### src/rtl/dlx_alu_pkg.sv
// Shared types for the multi-cycle DLX EX-stage ALU.
// alu_op_e     : 5-bit opcode space; 0..17 legacy single-cycle ops, 18..20 iterative mul/div.
// fsm_state_e  : sequencing states of dlx_alu_mc.
// md_mode_e    : operating mode of the iterative mul/div unit.
// is_multicycle: true for opcodes handled by the iterative unit.
package dlx_alu_pkg;

  typedef enum logic [4:0] {
    OP_LHI  = 5'd0,
    OP_ADD  = 5'd1,
    OP_SUB  = 5'd2,
    OP_AND  = 5'd3,
    OP_OR   = 5'd4,
    OP_XOR  = 5'd5,
    OP_SLL  = 5'd6,
    OP_SRL  = 5'd7,
    OP_BEQZ = 5'd8,
    OP_BNEZ = 5'd9,
    OP_SEQ  = 5'd10,
    OP_SLE  = 5'd11,
    OP_SLT  = 5'd12,
    OP_SNE  = 5'd13,
    OP_SRA  = 5'd14,
    OP_ADD4 = 5'd15,
    OP_JZ4  = 5'd16,
    OP_JNZ4 = 5'd17,
    OP_MULU = 5'd18,
    OP_DIVU = 5'd19,
    OP_REMU = 5'd20
  } alu_op_e;

  typedef enum logic [1:0] {
    IDLE,
    ITER,
    DONE
  } fsm_state_e;

  typedef enum logic {
    MD_MUL,
    MD_DIV
  } md_mode_e;

  function automatic logic is_multicycle(input logic [4:0] op);
    return (op == OP_MULU) || (op == OP_DIVU) || (op == OP_REMU);
  endfunction

endpackage

### src/rtl/alu_iter_muldiv.sv
// Iterative unsigned multiplier / restoring divider, one result bit per clock.
// Ports:
//   clk, rst    : clock, synchronous active-high reset
//   start       : load operands a/b and begin WIDTH steps in the given mode
//   abort       : drop any operation in progress (counter cleared)
//   busy        : an operation is stepping
//   done        : the step taken at this edge is the last one
//   product_lo  : low WIDTH bits of a*b (valid once busy has dropped)
//   quotient    : a/b, all ones when b==0
//   remainder   : a%b, equal to a when b==0
module alu_iter_muldiv
  import dlx_alu_pkg::*;
#(
  parameter int unsigned WIDTH = 32
) (
  input  logic             clk,
  input  logic             rst,
  input  logic             start,
  input  logic             abort,
  input  md_mode_e         mode,
  input  logic [WIDTH-1:0] a,
  input  logic [WIDTH-1:0] b,
  output logic             busy,
  output logic             done,
  output logic [WIDTH-1:0] product_lo,
  output logic [WIDTH-1:0] quotient,
  output logic [WIDTH-1:0] remainder
);

  localparam int unsigned CntW = $clog2(WIDTH);

  // acc: product (mul) or partial remainder (div)
  // x  : multiplicand shifted left (mul) or dividend/quotient shift register (div)
  // y  : multiplier shifted right (mul) or divisor (div)
  logic [WIDTH-1:0] acc_q, acc_d, x_q, x_d, y_q, y_d;
  logic [CntW-1:0]  cnt_q;
  logic             busy_q;
  md_mode_e         mode_q;
  logic [WIDTH:0]   trial;

  always_comb begin
    acc_d = acc_q;
    x_d   = x_q;
    y_d   = y_q;
    trial = {acc_q, x_q[WIDTH-1]};
    if (mode_q == MD_MUL) begin
      if (y_q[0]) acc_d = acc_q + x_q;
      x_d = x_q << 1;
      y_d = y_q >> 1;
    end else begin
      // Difference is below the divisor, so the low WIDTH bits are exact.
      // A zero divisor always subtracts: quotient all ones, remainder = dividend.
      if (trial >= {1'b0, y_q}) begin
        acc_d = trial[WIDTH-1:0] - y_q;
        x_d   = {x_q[WIDTH-2:0], 1'b1};
      end else begin
        acc_d = trial[WIDTH-1:0];
        x_d   = {x_q[WIDTH-2:0], 1'b0};
      end
    end
  end

  always_ff @(posedge clk) begin
    if (rst) begin
      busy_q <= 1'b0;
      cnt_q  <= '0;
      mode_q <= MD_MUL;
      acc_q  <= '0;
      x_q    <= '0;
      y_q    <= '0;
    end else if (abort) begin
      busy_q <= 1'b0;
      cnt_q  <= '0;
    end else if (start) begin
      busy_q <= 1'b1;
      cnt_q  <= CntW'(WIDTH - 1);
      mode_q <= mode;
      acc_q  <= '0;
      x_q    <= a;
      y_q    <= b;
    end else if (busy_q) begin
      acc_q <= acc_d;
      x_q   <= x_d;
      y_q   <= y_d;
      if (cnt_q == '0) begin
        busy_q <= 1'b0;
      end else begin
        cnt_q <= cnt_q - CntW'(1);
      end
    end
  end

  assign busy       = busy_q;
  assign done       = busy_q && (cnt_q == '0);
  assign product_lo = acc_q;
  assign quotient   = x_q;
  assign remainder  = acc_q;

endmodule

### src/rtl/dlx_alu_mc.sv
// Registered DLX EX-stage ALU with valid/ready handshake and iterative mul/div.
// Ports:
//   clk, rst             : clock, synchronous active-high reset
//   in_valid / in_ready  : request handshake (op, op1, op2)
//   flush                : squash in-flight operation and pending result
//   out_valid / out_ready: result handshake (res, ZF)
// Single-cycle ops register their result at the accept edge; MULU/DIVU/REMU
// occupy the unit for WIDTH+1 edges after the accept edge.
module dlx_alu_mc
  import dlx_alu_pkg::*;
#(
  parameter int unsigned WIDTH   = 32,
  parameter int unsigned SHAMT_W = 3
) (
  input  logic             clk,
  input  logic             rst,
  input  logic             in_valid,
  output logic             in_ready,
  input  logic [4:0]       op,
  input  logic [WIDTH-1:0] op1,
  input  logic [WIDTH-1:0] op2,
  input  logic             flush,
  output logic             out_valid,
  input  logic             out_ready,
  output logic [WIDTH-1:0] res,
  output logic             ZF
);

  fsm_state_e       state_q, state_d;
  logic [WIDTH-1:0] res_q, res_d, res_sc, res_md;
  logic             zf_q, zf_d, zf_sc;
  logic             out_valid_q, out_valid_d;
  logic [4:0]       op_q, op_d;
  logic             accept;
  logic             md_start, md_busy, md_done;
  md_mode_e         md_mode;
  logic [WIDTH-1:0] md_prod, md_quot, md_rem;
  logic [SHAMT_W-1:0] shamt;
  alu_op_e          op_e;

  assign op_e     = alu_op_e'(op);
  assign shamt    = op2[SHAMT_W-1:0];
  assign in_ready = (state_q == IDLE) && !flush && (!out_valid_q || out_ready);
  assign accept   = in_valid && in_ready;
  assign md_mode  = (op == OP_MULU) ? MD_MUL : MD_DIV;

  // Single-cycle datapath; undefined codes yield zero.
  always_comb begin
    res_sc = '0;
    case (op_e)
      OP_LHI:  res_sc = op2 << (WIDTH / 2);
      OP_ADD:  res_sc = op1 + op2;
      OP_SUB:  res_sc = op1 - op2;
      OP_AND:  res_sc = op1 & op2;
      OP_OR:   res_sc = op1 | op2;
      OP_XOR:  res_sc = op1 ^ op2;
      OP_SLL:  res_sc = op1 << shamt;
      OP_SRL:  res_sc = op1 >> shamt;
      OP_SRA:  res_sc = $unsigned($signed(op1) >>> shamt);
      OP_BEQZ: res_sc = (op1 == '0) ? op2 : '0;
      OP_BNEZ: res_sc = (op1 != '0) ? op2 : '0;
      OP_SEQ:  res_sc = {{(WIDTH-1){1'b0}}, op1 == op2};
      OP_SLE:  res_sc = {{(WIDTH-1){1'b0}}, op1 <= op2};
      OP_SLT:  res_sc = {{(WIDTH-1){1'b0}}, op1 < op2};
      OP_SNE:  res_sc = {{(WIDTH-1){1'b0}}, op1 != op2};
      OP_ADD4: res_sc = op1 + WIDTH'(4);
      OP_JZ4:  res_sc = (op1 == '0) ? op2 : WIDTH'(4);
      OP_JNZ4: res_sc = (op1 != '0) ? op2 : WIDTH'(4);
      default: res_sc = '0;
    endcase
    // Branch ops report the branch condition rather than a zero result.
    zf_sc = (res_sc == '0);
    if (op_e == OP_BEQZ) zf_sc = (op1 != '0);
    if (op_e == OP_BNEZ) zf_sc = (op1 == '0);
  end

  always_comb begin
    case (op_q)
      OP_DIVU: res_md = md_quot;
      OP_REMU: res_md = md_rem;
      default: res_md = md_prod;
    endcase
  end

  always_comb begin
    state_d     = state_q;
    res_d       = res_q;
    zf_d        = zf_q;
    op_d        = op_q;
    out_valid_d = out_valid_q && !out_ready;
    md_start    = 1'b0;
    unique case (state_q)
      IDLE: begin
        if (accept) begin
          if (is_multicycle(op)) begin
            md_start = 1'b1;
            op_d     = op;
            state_d  = ITER;
          end else begin
            res_d       = res_sc;
            zf_d        = zf_sc;
            out_valid_d = 1'b1;
          end
        end
      end
      ITER: begin
        if (md_done) begin
          state_d = DONE;
        end else if (!md_busy) begin
          state_d = IDLE;
        end
      end
      DONE: begin
        res_d       = res_md;
        zf_d        = (res_md == '0);
        out_valid_d = 1'b1;
        state_d     = IDLE;
      end
      default: state_d = IDLE;
    endcase
    if (flush) begin
      state_d     = IDLE;
      out_valid_d = 1'b0;
      md_start    = 1'b0;
    end
  end

  always_ff @(posedge clk) begin
    if (rst) begin
      state_q     <= IDLE;
      res_q       <= '0;
      zf_q        <= 1'b0;
      out_valid_q <= 1'b0;
      op_q        <= 5'd0;
    end else begin
      state_q     <= state_d;
      res_q       <= res_d;
      zf_q        <= zf_d;
      out_valid_q <= out_valid_d;
      op_q        <= op_d;
    end
  end

  alu_iter_muldiv #(
    .WIDTH(WIDTH)
  ) u_muldiv (
    .clk       (clk),
    .rst       (rst),
    .start     (md_start),
    .abort     (flush),
    .mode      (md_mode),
    .a         (op1),
    .b         (op2),
    .busy      (md_busy),
    .done      (md_done),
    .product_lo(md_prod),
    .quotient  (md_quot),
    .remainder (md_rem)
  );

  assign res       = res_q;
  assign ZF        = zf_q;
  assign out_valid = out_valid_q;

endmodule

### config.mk
export PLATFORM = sky130hd
export DESIGN_NAME = dlx_alu_mc
export DESIGN_NICKNAME = d
export VERILOG_FILES = /design/src/rtl/dlx_alu_pkg.sv /design/src/rtl/alu_iter_muldiv.sv /design/src/rtl/dlx_alu_mc.sv
export SDC_FILE = /design/constraint.sdc
export NUM_CORES = 1
export LEC_CHECK = 0
export BUFFER_PORTS_ARGS = -buffer_cell sky130_fd_sc_hd__buf_4
export CORE_MARGIN = 2
export CORE_UTILIZATION = 23
export DETAILED_ROUTE_END_ITERATION = 12
export RECOVER_POWER = 25
export REMOVE_ABC_BUFFERS = 1
export SYNTH_ARGS = -nofsm -noshare
export SYNTH_HDL_FRONTEND = slang
export SYNTH_HIERARCHICAL = 1
export SYNTH_SLANG_ARGS = --single-unit
### constraint.sdc
create_clock -name clk -period 12.15 [get_ports clk]
set_clock_uncertainty 0.2 [all_clocks]
set_input_delay 3.645 -clock clk [delete_from_list [all_inputs] [get_ports clk]]
set_output_delay 3.645 -clock clk [all_outputs]
set_load 0.02 [all_outputs]
==> metrics.md <==
| Metric | Value |
|---|---|
| Skew-Pair Late Insertion Delay | `0.46 ns` |
| CTS Buf Count | `17` |
| Die height | `297 um` |
| Max VDD drop | `0.103 mV` |
| Crit path time final | `~9 ns` |
| Unrepaired setup endpoints after global routing | `false` |
| Cells after Synth | `between 2000 and 3000` |
| CTS resizes | `0` |
| Yosys cell types | `94` |
| Placeable Area | `85100 sq um` |
| Actual slew at the worst max-slew pin | `roughly 3.1 ns` |
| Synth-to-Final Area Change | `9.81%` |
| Cell taking the most area after synthesis | `dfxtp_1` |
| Chip width | `297 um` |
| First-pass GRT wire length | `approximately 130000 um` |
| Num ports | `109` |
| Global Route met3 Usage | `5.86%` |
| CTS tree | `yes` |
| Initial Util | `23.2%` |
| Filler cells | `9570` |
| Power Dens Cells | `about 75 nW/um^2` |
| Post-CTS setup buffers | `0` |
| Fin. Hold Viols | `0` |
| Drt drc | `0` |
| Fraction of layout cells with a size suffix above 1 | `9.07%` |
| Leakage | `8.01 nW` |
| I/O Buffers | `108` |
| Pin count of the biggest net entering global routing | `83` |
| Violated checks | `capacitance limit, slew limit` |
| Antenna violations before repair | `5` |
| WS Path Type | `input pin to register` |
| Drt total wl | `87900 um` |
| Min Hold Slack | `approximately 0.26 ns` |
| Top cell type's share of synthesized area | `about 15%` |
| Status | `finished with violations` |
| Met2 global-route usage | `a little over a quarter` |
| Tcrit/Tclk final | `approximately three quarters` |
| Met1 usage | `26.8%` |
| Register area | `roughly 2900 sq um` |
| CP Capture Type | `register` |
| EDFF count, synth | `0` |
| Vias in the first global route | `19400` |
| Hold_buf cts | `0` |
| Setup TNS | `0 ns` |
| Yosys warnings | `6` |
| Main flop type after synthesis | `dfxtp_1` |
| Final non-filler cell total | `3768` |
| Worst setup SP type | `input pin` |
| Clock Sinks | `144` |
| Pre-CTS setup slack | `3.32 ns` |
| Final setup violating endpoints | `0` |
| Asr flop ratio synth | `0%` |
| Share of the yosys chip area belonging to registers | `14.6%` |
| Area of the multi-input gates | `15200 sq um` |
| Routed wire per std cell | `23.3 um` |
| Initial DRC Count | `slightly above 3000` |
| Cell Rows | `about 110` |
| FF+latch count, synth | `144` |
| Setup ws final | `2.92 ns` |
| CP Data Required Time | `approximately 12 ns` |
| H-tree depth | `4` |
| Cell Area, Synth | `19700 sq um` |
| CTS root buf | `clkbuf_16` |
| Final Max Slew Viols | `115` |
| Full die area | `roughly 88000 sq um` |
| Clock buffer depth | `2` |
| Remaining Overflow, GRT | `0` |
| Critical Path AT | `9.37 ns` |
| Top area cells in the synthesized netlist | `dfxtp_1, ha_1, mux2i_1` |
| GP Congestion | `0.995` |
| Drt first pass iters | `6` |
| Crit path max fanout | `62` |
| Slew HR | `-105%` |
| Final ANT Viol Nets | `0` |
| Hold Crit Class | `register to register` |
| Post-DP HPWL | `67400 um` |
| Synth Area per Inst | `between 7 and 8 sq um` |
| Via count | `21800` |
| Final nets | `2852` |
| Fmax | `108 MHz` |
| Total GRT Usage | `18.9%` |
| Vias per inst | `5.77` |
| Most Crowded Layer GR | `met2` |
| Clock transition at the registers of the reported paths | `0.07 ns` |
| Max Cap Violations | `2` |
| Placed cells | `3735` |
where the power goes:
| part | leakage, nW | total, mW | switching, mW | internal [mW] |
|---|---|---|---|---|
| Clock | 0.289 | 0.544 | 0.244 | 0.300 |
| Combinational | 6.56 | 0.595 | 0.395 | 0.200 |
| Sequential | 1.16 | 0.488 | 0.00795 | 0.480 |
metal layers:
metal | vias up | part of all wire, % | wire (um)
met1 | 10300 | 44 | 38400
met5 | - | 0.081 | 71
met3 | 212 | 12 | 10800
li1 | 9815 | - | -
met4 | 10 | 3.5 | 3060
met2 | 1428 | 40 | 35600
layout make-up:
| class | count | area share [%] |
|---|---|---|
| multi-input cells | 2129 | 70.1 |
| well taps | 1144 | 6.60 |
| repair buffers | 138 | 4.14 |
| diodes | 1 | 0.0115 |
| clock inverters | 13 | 0.629 |
| clock buffers | 19 | 2.09 |
| flip-flops and latches | 144 | 13.3 |
| inverters | 180 | 3.12 |
final timing paths:
kind / startpoint / endpoint / slack [ns] / depth (start not counted)
worst max register to register: op_q[2] / ZF / 6.61 / 11
worst max-delay path: rst / u_muldiv/product_lo[29] / 2.92 / 7
worst min-delay path: res[2] / res[2] / 0.26 / 2
worst min register to register: res[2] / res[2] / 0.26 / 2
state kept, by name, indices dropped and copies added (netlist names):
name and count:
op_q 5, ZF 1, u_muldiv/product_lo 32, u_muldiv/y_q 32
u_muldiv/mode_q 1, u_muldiv/quotient 32, out_valid 1, state_q 2
u_muldiv/cnt_q 5, u_muldiv/busy 1, res 32
cell usage in the layout, fill, tap and decap left out, types with 21 or more instances in the layout:
cell type,instances
clkbuf_1,37
nand3_1,90
o21a_1,21
xnor2_1,74
a211oi_1,101
nand4_1,41
a21oi_1,193
o311ai_0,21
nor2_1,273
xor2_1,24
o21ai_0,96
inv_1,177
nor2b_1,24
nor4_1,40
mux2i_1,118
mux4_2,38
a21o_1,52
ha_1,164
o21ai_1,26
nor3_1,57
buf_4,101
o211ai_1,35
dfxtp_1,144
nand2_1,180
a22oi_1,41
a221oi_1,38
critical path: stages:
cell	delay, ns
clkbuf_1	0.50
clkbuf_1	2.22
clkbuf_1	1.81
nor4_1	0.40
nand3_1	0.31
o21ai_0	0.13
a221o_1	0.26
kinds of logic (layout without fill, tap and decap cells):
family,count (synthesis),count (layout),synth area share [%]
fa+ha+maj,168,168,10.8
flops,144,144,14.6
mux,168,168,11.0
buf+inv,409,350,8.73
other cells,0,1,0
compound gates,854,854,30.1
xor+xnor,98,98,4.35
simple gates,841,841,20.4
synthesized netlist by cell type (all sizes together) (7+ instances only):
master     n
a2111oi   11
a211o     15
a211oi   103
a21boi    18
a21o      54
a21oi    196
a221o     16
a221oi    38
a22o      15
a22oi     41
a2bb2oi    8
a31oi     17
and2      13
and3      15
and4      10
buf       82
clkbuf   147
dfxtp    144
ha       164
inv      179
mux2      12
mux2i    118
mux4      38
nand2    181
nand2b    20
nand3     91
nand4     42
nor2     280
nor2b     24
nor3      60
nor4      41
o2111ai   20
o211ai    35
o21a      21
o21ai    122
o21bai    16
o221ai    13
o22ai      7
o311ai    24
o31a      11
o31ai     16
or2       17
or3       20
xnor2     74
xor2      24
through the flow:
step                utilization, %  area (sq um)  power (mW)
floorplan                        -         18700       0.842
global placement              24.9         21200        1.08
detailed placement            24.9         21200        1.07
CTS                           25.6         21800        1.62
global route                  25.5         21700        1.69
finish                        25.5         21700        1.63
No activity file was read; power rests on OpenSTA's default activity.
